### config.mk
export PLATFORM = sky130hd
export DESIGN_NAME = control_fsm
export DESIGN_NICKNAME = d
export VERILOG_FILES = /design/src/rtl/control_fsm.sv
export SDC_FILE = /design/constraint.sdc
export NUM_CORES = 1
export LEC_CHECK = 0
export CAP_MARGIN = 5
export CORE_AREA = 4 4 44 46
export DETAILED_ROUTE_END_ITERATION = 8
export DIE_AREA = 0 0 48 50
export PLACE_DENSITY = 0.82
export SLEW_MARGIN = 20
export SYNTH_ARGS = -nofsm -noshare
export SYNTH_HDL_FRONTEND = slang
export SYNTH_SLANG_ARGS = --single-unit
### constraint.sdc
create_clock -name clk -period 2.13 [get_ports clk]
set_input_delay 0.3195 -clock clk [delete_from_list [all_inputs] [get_ports clk]]
set_output_delay 0.3195 -clock clk [all_outputs]
set_load 0.005 [all_outputs]
### src/rtl/control_fsm.sv
// Multicycle CPU control unit: Moore FSM sequencing fetch/decode/execute with memory handshake stalls.
// Optional macro CONTROL_XOR_EN adds the R-type xor function (Funct 100110 -> ULAControl 111).
module control_fsm (
  input  logic       clk,
  input  logic       reset,
  input  logic [5:0] Op,
  input  logic [5:0] Funct,
  input  logic       FlagZ,
  input  logic       MemReady,
  output logic [2:0] ULAControl,
  output logic       ULASrcA,
  output logic [1:0] ULASrcB,
  output logic       IorD,
  output logic       IRWrite,
  output logic       MemWrite,
  output logic       RegWrite,
  output logic       RegDst,
  output logic       MemtoReg,
  output logic [1:0] PCSrc,
  output logic       PCEn,
  output logic [3:0] State
);

  typedef enum logic [3:0] {
    FETCH    = 4'd0,
    DECODE   = 4'd1,
    MEMADR   = 4'd2,
    MEMREAD  = 4'd3,
    MEMWB    = 4'd4,
    MEMWRITE = 4'd5,
    EXECUTE  = 4'd6,
    ALUWB    = 4'd7,
    BRANCH   = 4'd8,
    ADDIEXEC = 4'd9,
    ADDIWB   = 4'd10,
    JUMP     = 4'd11
  } state_t;

  localparam logic [5:0] OP_LW   = 6'b100011;
  localparam logic [5:0] OP_SW   = 6'b101011;
  localparam logic [5:0] OP_R    = 6'b000000;
  localparam logic [5:0] OP_BEQ  = 6'b000100;
  localparam logic [5:0] OP_ADDI = 6'b001000;
  localparam logic [5:0] OP_J    = 6'b000010;

  state_t state_reg, state_next;

  always_ff @(posedge clk or posedge reset) begin
    if (reset) state_reg <= FETCH;
    else       state_reg <= state_next;
  end

  assign State = state_reg;

  always_comb begin
    state_next = FETCH;
    ULAControl = 3'b000;
    ULASrcA    = 1'b0;
    ULASrcB    = 2'b00;
    IorD       = 1'b0;
    IRWrite    = 1'b0;
    MemWrite   = 1'b0;
    RegWrite   = 1'b0;
    RegDst     = 1'b0;
    MemtoReg   = 1'b0;
    PCSrc      = 2'b00;
    PCEn       = 1'b0;

    case (state_reg)
      FETCH: begin
        ULASrcB    = 2'b01;
        IRWrite    = MemReady;
        PCEn       = MemReady;
        state_next = MemReady ? DECODE : FETCH;
      end
      DECODE: begin
        ULASrcB = 2'b11;
        case (Op)
          OP_LW, OP_SW: state_next = MEMADR;
          OP_R:         state_next = EXECUTE;
          OP_BEQ:       state_next = BRANCH;
          OP_ADDI:      state_next = ADDIEXEC;
          OP_J:         state_next = JUMP;
          default:      state_next = FETCH;
        endcase
      end
      MEMADR: begin
        ULASrcA    = 1'b1;
        ULASrcB    = 2'b10;
        state_next = (Op == OP_LW) ? MEMREAD : MEMWRITE;
      end
      MEMREAD: begin
        IorD       = 1'b1;
        state_next = MemReady ? MEMWB : MEMREAD;
      end
      MEMWB: begin
        MemtoReg = 1'b1;
        RegWrite = 1'b1;
      end
      // The write strobe stays up for the whole handshake, not just the completing cycle.
      MEMWRITE: begin
        IorD       = 1'b1;
        MemWrite   = 1'b1;
        state_next = MemReady ? FETCH : MEMWRITE;
      end
      EXECUTE: begin
        ULASrcA = 1'b1;
        case (Funct)
          6'b100000: ULAControl = 3'b000;
          6'b100010: ULAControl = 3'b001;
          6'b100100: ULAControl = 3'b010;
          6'b100101: ULAControl = 3'b011;
          6'b101010: ULAControl = 3'b101;
`ifdef CONTROL_XOR_EN
          6'b100110: ULAControl = 3'b111;
`endif
          default:   ULAControl = 3'b000;
        endcase
        state_next = ALUWB;
      end
      ALUWB: begin
        RegDst   = 1'b1;
        RegWrite = 1'b1;
      end
      BRANCH: begin
        ULASrcA    = 1'b1;
        ULAControl = 3'b001;
        PCSrc      = 2'b01;
        PCEn       = FlagZ;
      end
      ADDIEXEC: begin
        ULASrcA    = 1'b1;
        ULASrcB    = 2'b10;
        state_next = ADDIWB;
      end
      ADDIWB: begin
        RegWrite = 1'b1;
      end
      JUMP: begin
        PCSrc = 2'b10;
        PCEn  = 1'b1;
      end
      default: state_next = FETCH;
    endcase

    // Reset already forces FETCH; additionally suppress every architectural write.
    if (reset) begin
      IRWrite  = 1'b0;
      PCEn     = 1'b0;
      RegWrite = 1'b0;
      MemWrite = 1'b0;
    end
  end

endmodule

==> impl_metrics.env, run 1 <==
export IMPL_status="completed"
export IMPL_ys_seq_elements=4
export IMPL_post_drt_wl_per_cell_um=15.07
export IMPL_clkPwrFrac=0.190
export IMPL_ant_nets=0
export IMPL_tightestPinTransition_ns=0.3744
export IMPL_grt_pass1_wl_mm=3.167
export IMPL_worstPathRequired_ns=1.81
export IMPL_hold_viol=0
export IMPL_cp_cell_sequence="buf_12, nor2b_2, nand4b_1, nor2_1, clkdlybuf4s50_1"
export IMPL_dpl_cell_count=132
export IMPL_drtIter0Drc=17
export IMPL_power_density_nw_per_um2=449.2
export IMPL_drive_gt1_frac=0.2377
export IMPL_critical_path_peak_fanout=19
export IMPL_avgSynthCellArea_sq_um=7.476
export IMPL_io_buffers=34
export IMPL_yosys_area_top_type_share=0.1695
export IMPL_antenna_found_initial=0
export IMPL_grt_usage=0.1760
export IMPL_seq_power_share=0.200
export IMPL_antenna_diode_count=0
export IMPL_period_needed_ns=2.090
export IMPL_crit_type="flop to output pin"
export IMPL_netlist_instances=79
export IMPL_die_h_um=50
export IMPL_fp_dieW_um=48
export IMPL_ys_warn_count=0
export IMPL_core_region_area_sq_um=1506
export IMPL_fmaxAchievable_mhz=478.5
export IMPL_cts_tree="done"
export IMPL_path_delay_family="buffers and inverters"
export IMPL_syn_cell_area_sq_um=590.6
export IMPL_crit_slowest_cell="clkdlybuf4s50_1"
export IMPL_finalClockSkew_ns=0.002396
export IMPL_post_route_period_util=0.9811
export IMPL_dr_pass1_iters=4
export IMPL_synth_ff_type="dfrtp_1"
export IMPL_finalMaxSlewViolations=0
export IMPL_vdd_drop_max_mv=0.3528
export IMPL_synth_cell_types=38
export IMPL_power_mw=0.4979
export IMPL_slew_headroom=0.7481
export IMPL_largest_reg_flops=4
export IMPL_globalplace_congestion=0.8577
export IMPL_placementRows=14
export IMPL_dpl_cell_area_sq_um=999.7
export IMPL_p_sw_frac=0.3392
export IMPL_overflow=0
export IMPL_drc=0
export IMPL_cts_sinks=4
export IMPL_hp_class="input port to asynchronous set/reset pin"
export IMPL_die_area_sq_um=2400
export IMPL_wl_mm=2.079
export IMPL_final_cell_mix="clkdlybuf4s50_1, buf_4, nand2b_1"
export IMPL_critPathBufInv=2
export IMPL_hold_ws_ns=0.5113
export IMPL_critPathArrivalTime_ns=1.77
export IMPL_fin_nets=140
export IMPL_leakage_nw=0.4739
export IMPL_holdBufCountCts=0
export IMPL_synthesis_nets=95
export IMPL_first_global_vias=757
export IMPL_max_cap_violations=0
export IMPL_fin_area_sq_um=1109
export IMPL_synth_area_leader_cell="dfrtp_1"
export IMPL_dpl_hpwl_mm=1.539
export IMPL_cts_max_path_buffers=2
export IMPL_clock_latency_ns=0.23
export IMPL_worst_path_largest_cell_delay_ns=0.50
export IMPL_switchingPower_mw=0.1689
export IMPL_power_frac_comb=0.609
export IMPL_p_int_mw=0.3290
export IMPL_end_kind="output pin"
export IMPL_synth_edff_count=0
export IMPL_rsz0062_at_grt="true"
export IMPL_vias_per_cell=5.870
export IMPL_final_cells=138
export IMPL_initial_core_util=0.3920
export IMPL_async_flop_share=1.000
export IMPL_setup_viol=0
export IMPL_h_tree_depth=1
export IMPL_cts_root_buffer="clkbuf_4"
export IMPL_layout_area_overhead_vs_synth_pct=87.71
export IMPL_vias=810
export IMPL_ios=35
export IMPL_synth_area_leaders="dfrtp_1, nor3b_1, nand2b_1, nor3_1, nor2b_1"
export IMPL_grt_max_degree=20
export IMPL_cts_inserted_buffers=3
export IMPL_final_common_cell="clkdlybuf4s50_1"
export IMPL_synth_yosys_seq_area_share=0.1695
export IMPL_cp_start_kind="flop"
export IMPL_clkTransAtPathRegs_ns=0.04
export IMPL_final_core_util=0.7359
[Yosys cell counts (all sizes together), types with 2 or more instances]
cell type,instances
dfrtp,4
and3,2
or2,2
nand3,4
nand4b,2
nor2,6
nand2,2
nor3,7
o21ai,2
nor2b,5
nor4b,2
buf,5
a21oi,3
nor3b,6
nand2b,7
a21boi,2
[repair_timing]
item	in CTS	in global routing
gates cloned	0	0
gates resized for setup	9	9
endpoints found under the hold margin	0	0
pin swaps	2	2
endpoints found under the setup margin	7	8
buffers inserted	0	3
[power by group through the flow]
stage	logic, mW	registers [mW]	clock network (mW)
2_1_floorplan	0.146	0.0954	0
3_3_place_gp	0.276	0.0983	0
3_5_place_dp	0.282	0.0984	0
4_1_cts	0.294	0.0979	0.0973
5_1_grt	0.327	0.101	0.104
6_report	0.303	0.0998	0.0948
[final cells by class]
cell class | instances | area (sq um)
clock buffers | 3 | 22.52
fillers | 112 | 397.9
inverters | 1 | 3.754
multi-input cells | 68 | 495.5
flip-flops and latches | 4 | 102.6
well taps | 16 | 20.02
repair buffers | 46 | 464.2
[worst paths after layout]
| kind | depth (start not counted) | endpoint | slack (ns) | startpoint |
|---|---|---|---|---|
| worst max-delay path | 5 | ULAControl[2] | 0.04 | State[0] |
| worst min-delay path | 3 | State[0] | 0.51 | reset |
| worst max register to register | 5 | State[2] | 0.66 | State[1] |
| worst min register to register | 3 | State[1] | 0.73 | State[2] |
| max in group asynchronous | 3 | State[2] | 1.50 | reset |
| min in group clk | 3 | State[1] | 0.73 | State[2] |
[per-layer routing]
metal	vias up	global-route usage	share of wire
li1	377	-	-
met1	388	0.2121	0.39
met2	45	0.3040	0.52
met3	0	0.03636	0.086
met4	0	0.04036	0
met5	-	0	0
[through the flow]
| step | setup WS (ns) | TNS [ns] |
|---|---|---|
| floorplan | 0.5595 | 0 |
| global placement | -0.1662 | -0.1662 |
| detailed placement | -0.2158 | -0.2158 |
| CTS | -0.0004262 | -0.0004262 |
| global route | -0.05814 | -0.07287 |
| finish | 0.04033 | 0 |
[tightest hold or removal path, delay by kind of cell]
kind	cells	cell delay (ns)
buf+inv	3	0.75
[kinds of logic after synthesis]
group                     Yosys count  synth area share
DFF                                 4            0.1695
AOI/OAI and AO/OA                  16            0.1949
buffers and inverters               7           0.08050
xor gates and xnor gates            2           0.02967
and+or+nand+nor                    50            0.5254
No activity file was read; power rests on OpenSTA's default activity.
==> inputs of run 2 (changes only) <==
--- a/config.mk
+++ b/config.mk
@@ -6,9 +6,9 @@
 export NUM_CORES = 1
 export LEC_CHECK = 0
 export CAP_MARGIN = 5
-export CORE_AREA = 4 4 44 46
+export CORE_AREA = 2 2 42 44
 export DETAILED_ROUTE_END_ITERATION = 8
-export DIE_AREA = 0 0 48 50
+export DIE_AREA = 0 0 44 46
 export PLACE_DENSITY = 0.82
 export SLEW_MARGIN = 20
 export SYNTH_ARGS = -nofsm -noshare
==> run 2 against run 1 <==
Compared with the run above:
- final cell count up 3.6%
- worst setup slack worse by 0.034 ns
- total power up 5.3%
- worst hold slack worse by 0.024 ns
- register-to-register slack about the same
- critical path depth unchanged
- sequential share of layout area down 0.24 points
- clock skew up 0.0044 ns
- global-route usage up 2.3 points
- wire length down 3.6%
- utilization down 2.2 points
- maximum frequency down 1.6%
- largest cell class unchanged
- largest power group unchanged
- highest routed layer is now met4
==> impl_metrics.env, run 2 (same netlist as run 1, synthesis figures left out) <==
export IMPL_final_cells=143
export IMPL_core_region_area_sq_um=1614
export IMPL_vias=817
export IMPL_drive_gt1_frac=0.2937
export IMPL_h_tree_depth=1
export IMPL_fp_dieW_um=44
export IMPL_max_cap_violations=0
export IMPL_dpl_worst_slack_ns=-0.1873
export IMPL_dr_pass1_iters=4
export IMPL_clkTransAtPathRegs_ns=0.04
export IMPL_status="completed"
export IMPL_first_global_vias=687
export IMPL_fin_nets=144
export IMPL_vias_per_cell=5.713
export IMPL_leakage_nw=0.5113
export IMPL_setup_viol=0
export IMPL_cp_start_kind="flop"
export IMPL_cts_tree="done"
export IMPL_post_route_period_util=0.9968
export IMPL_period_needed_ns=2.123
export IMPL_largest_reg_flops=4
export IMPL_die_area_sq_um=2024
export IMPL_dpl_hpwl_mm=1.470
export IMPL_setup_tns_ns=0
export IMPL_post_drt_wl_per_cell_um=14.01
export IMPL_cts_sinks=4
export IMPL_dpl_cell_count=133
export IMPL_critical_path_peak_fanout=7
export IMPL_overflow=0
export IMPL_critPathArrivalTime_ns=1.80
export IMPL_rsz0062_at_grt="true"
export IMPL_grt_usage=0.1993
export IMPL_clock_latency_ns=0.25
export IMPL_cts_max_path_buffers=2
export IMPL_drc=0
export IMPL_grt_pass1_wl_mm=3.049
export IMPL_placementRows=15
export IMPL_worstPathRequired_ns=1.81
export IMPL_final_cell_mix="clkdlybuf4s50_1, buf_4, nand2b_1, nor2_1"
export IMPL_die_h_um=46
export IMPL_fmaxAchievable_mhz=471.0
export IMPL_hp_class="input port to asynchronous set/reset pin"
export IMPL_tightestPinTransition_ns=0.3570
export IMPL_hold_viol=0
export IMPL_slew_headroom=0.7598
export IMPL_grt_max_degree=20
export IMPL_cts_inserted_buffers=3
export IMPL_ios=35
export IMPL_drtIter0Drc=24
export IMPL_antenna_diode_count=0
export IMPL_wl_mm=2.004
export IMPL_end_kind="output pin"
export IMPL_vdd_drop_max_mv=0.4714
export IMPL_final_common_cell="clkdlybuf4s50_1"
export IMPL_globalplace_congestion=0.8211
export IMPL_finalMaxSlewViolations=0
export IMPL_final_core_util=0.7140
export IMPL_worst_slack_ns=0.006736
export IMPL_io_buffers=34
export IMPL_cts_root_buffer="clkbuf_4"
export IMPL_ant_nets=0
export IMPL_layout_area_overhead_vs_synth_pct=95.13
export IMPL_finalClockSkew_ns=0.006772
export IMPL_crit_type="flop to output pin"
export IMPL_antenna_found_initial=0
export IMPL_holdBufCountCts=0
export IMPL_initial_core_util=0.3659
export IMPL_power_density_nw_per_um2=455.1
-- run 2: power by group --
group | leakage, nW | switching, mW | internal [mW]
clock network | 0.0138 | 0.0384 | 0.0635
registers | 0.0491 | 0.0130 | 0.0863
logic | 0.448 | 0.127 | 0.196
-- run 2: metal layers --
metal / part of all wire / up-vias / GRT usage
met2: 0.50 / 35 / 0.3294
met5: 0 / - / 0
li1: - / 390 / -
met4: 0.0075 / 0 / 0.04848
met1: 0.43 / 389 / 0.2488
met3: 0.069 / 3 / 0.06746
-- run 2: repair_timing --
action	in CTS	in global routing
cloned	0	0
gates resized for setup	11	16
buffers inserted	1	6
endpoints found under the setup margin	7	8
pin swaps	0	3
-- run 2: area by class of cell --
cell class	count	area, sq um
Multi-Input combinational cell	68	510.5
Timing Repair Buffer	50	490.5
Fill cell	116	461.7
Sequential cell	4	103.9
Clock buffer	3	22.52
Tap cell	17	21.27
Inverter	1	3.754
-- run 2: through the flow --
step,power [mW],hold WS [ns],cell area [sq um]
final,0.5245,0.4876,1152
after detailed placement,0.3788,0.6728,1001
after global placement,0.3716,0.6658,1001
after global routing,0.5612,0.5182,1152
after floorplan,0.2419,0.09089,590.6
after CTS,0.4945,0.4699,1062
-- run 2: final timing paths --
path	startpoint	end	depth (start not counted)	slack [ns]
max	State[2]	MemWrite	5	0.007
min reg2reg	State[3]	State[0]	2	0.62
min	reset	State[3]	3	0.49
max in group asynchronous	reset	State[1]	3	1.52
max reg2reg	State[1]	State[2]	5	0.67
min in group clk	State[3]	State[0]	2	0.62
-- run 2: critical path: stages (launching register included) --
cell and delay [ns]:
dfrtp_2 0.43, buf_2 0.18, buf_4 0.12, nand2b_1 0.08
nor3_1 0.21, clkdlybuf4s50_1 0.54
==> inputs of run 3 (changes only) <==
--- a/config.mk
+++ b/config.mk
@@ -6,10 +6,10 @@
 export NUM_CORES = 1
 export LEC_CHECK = 0
 export CAP_MARGIN = 5
-export CORE_AREA = 2 2 42 44
+export CORE_AREA = 2 2 43 45
 export DETAILED_ROUTE_END_ITERATION = 8
-export DIE_AREA = 0 0 44 46
-export PLACE_DENSITY = 0.82
+export DIE_AREA = 0 0 45 47
+export PLACE_DENSITY = 0.78
 export SLEW_MARGIN = 20
 export SYNTH_ARGS = -nofsm -noshare
 export SYNTH_HDL_FRONTEND = slang
==> constraint.sdc (replaced) <==
create_clock -name clk -period 2.15 [get_ports clk]
set_input_delay 0.3225 -clock clk [delete_from_list [all_inputs] [get_ports clk]]
set_output_delay 0.3225 -clock clk [all_outputs]
set_load 0.005 [all_outputs]
==> run 3 against run 2 <==
Compared with the run above:
- sequential share of layout area up 0.47 points
- largest cell class unchanged
- sequential cell count unchanged
- utilization decreased by 5.9 points
- clock skew rose by 0.00084 ns
- final cell count decreased by 3.5%
- wire length shrank 7.6%
- first-iteration DRC count fell by 17%
==> impl_metrics.env, run 3 (same netlist as run 1, synthesis figures left out) <==
export IMPL_status="completed"
export IMPL_grt_max_degree=19
export IMPL_holdBufCountCts=0
export IMPL_cts_max_path_buffers=2
export IMPL_vdd_drop_max_mv=0.2485
export IMPL_dr_pass1_iters=5
export IMPL_vias=776
export IMPL_leakage_nw=0.4586
export IMPL_fin_nets=139
export IMPL_layout_area_overhead_vs_synth_pct=83.26
export IMPL_cts_root_buffer="clkbuf_4"
export IMPL_grt_pass1_wl_mm=2.891
export IMPL_antenna_diode_count=0
export IMPL_hp_class="input port to asynchronous set/reset pin"
export IMPL_overflow=0
export IMPL_wl_mm=1.851
export IMPL_ios=35
export IMPL_power_mw=0.4816
export IMPL_multi_input_area_sq_um=484.2
export IMPL_reg2reg_depth=5
export IMPL_r2r_start="State[1]"
export IMPL_cts_sinks=4
export IMPL_post_drt_wl_per_cell_um=13.41
export IMPL_hold_ws_ns=0.4796
export IMPL_routed_top_layer="met4"
export IMPL_drtIter0Drc=20
export IMPL_io_buffers=34
export IMPL_period_needed_ns=2.090
export IMPL_regArea_sq_um=102.6
export IMPL_die_area_sq_um=2115
export IMPL_ant_nets=0
export IMPL_dpl_hpwl_mm=1.387
export IMPL_first_global_vias=706
export IMPL_power_density_nw_per_um2=444.9
export IMPL_setup_viol=0
export IMPL_final_cell_mix="clkdlybuf4s50_1, buf_4, nand2b_1"
export IMPL_largest_reg_flops=4
export IMPL_wl_met2_um=910
export IMPL_die_h_um=47
export IMPL_fp_dieW_um=45
export IMPL_dpl_worst_slack_ns=-0.1904
export IMPL_clock_latency_ns=0.23
export IMPL_finalMaxSlewViolations=0
export IMPL_vias_per_cell=5.623
export IMPL_critPathArrivalTime_ns=1.77
export IMPL_fmaxAchievable_mhz=478.5
export IMPL_antenna_found_initial=0
export IMPL_crit_type="flop to output pin"
export IMPL_post_route_period_util=0.9721
export IMPL_max_cap_violations=0
export IMPL_hold_viol=0
export IMPL_clkTransAtPathRegs_ns=0.04
export IMPL_reg2reg_slack_ns=0.68
export IMPL_drc=0
export IMPL_tightestPinTransition_ns=0.4026
export IMPL_reg2reg_to="State[2]"
export IMPL_globalplace_congestion=0.8094
export IMPL_end_kind="output pin"
export IMPL_h_tree_depth=1
export IMPL_drive_gt1_frac=0.2231
export IMPL_rsz0062_at_grt="false"
export IMPL_placementRows=15
export IMPL_final_common_cell="clkdlybuf4s50_1"
export IMPL_cp_start_kind="flop"
export IMPL_grt_usage=0.1842
export IMPL_initial_core_util=0.3576
export IMPL_worst_slack_ns=0.06006
export IMPL_wl_met3_um=139
export IMPL_finalClockSkew_ns=0.007612
export IMPL_cts_inserted_buffers=3
export IMPL_cts_tree="done"
export IMPL_core_region_area_sq_um=1652
export IMPL_wl_met1_um=788
export IMPL_worstPathRequired_ns=1.83
export IMPL_critical_path_peak_fanout=12
export IMPL_fillerInstances=143
export IMPL_slew_headroom=0.7292
[run 3: cell count changes in the layout (fill, tap and decap cells not counted), sizes merged]
cell / before / now
clkbuf: 4 / 3
dlymetal6s2s: 5 / 3
buf: 16 / 11
clkdlybuf4s50: 28 / 29
dlygate4sd2: 0 / 2
[run 3: cell type report]
type	instances	share of cell area
inverters	1	0.003468
flip-flops and latches	4	0.09480
well taps	17	0.01965
repair buffers	45	0.4139
multi-input cells	68	0.4474
clock buffers	3	0.02081
[run 3: worst max path at each step]
stage,slack [ns],end,start,depth (start not counted)
after floorplan,0.58,PCEn,State[0],3
after global placement,-0.16,PCEn,MemReady,4
after detailed placement,-0.19,PCEn,MemReady,4
after CTS,0.02,ULAControl[0],State[0],5
after global routing,0.009,ULAControl[2],State[3],5
final,0.06,ULASrcA,State[0],5
[run 3: where the power goes]
group          switching, mW  total (mW)  internal [mW]
combinational          0.116       0.292          0.176
clock                 0.0297      0.0920         0.0623
sequential            0.0125      0.0979         0.0854
[run 3: worst max-delay path, stage by stage (launching register included)]
cell             delay (ns)
dfrtp_1                0.39
buf_6                  0.15
buf_4                  0.15
nand2b_1               0.17
o22ai_1                0.15
clkdlybuf4s50_1        0.52
[run 3: per-stage QoR]
| stage | TNS (ns) | cells | instance area (sq um) | util |
|---|---|---|---|---|
| 2_1_floorplan | 0 | 79 | 590.6 | - |
| 3_3_place_gp | -0.1577 | 133 | 988.4 | 0.5985 |
| 3_5_place_dp | -0.1904 | 133 | 988.4 | 0.5985 |
| 4_1_cts | 0 | 138 | 1054 | 0.6379 |
| 5_1_grt | 0 | 138 | 1082 | 0.6553 |
| 6_report | 0 | 138 | 1082 | 0.6553 |
[run 3: what timing repair did]
item	4_1_cts	5_1_grt
resized for setup	10	8
buffers inserted	2	0
pin swaps	0	2
setup endpoints to repair	8	5
cloned	0	0
[run 3: routing by layer]
layer  track usage  vias to the layer above
li1              -                      377
met1        0.2235                      363
met2        0.3400                       34
met3       0.01154                        2
met4       0.07059                        0
met5             0                        -
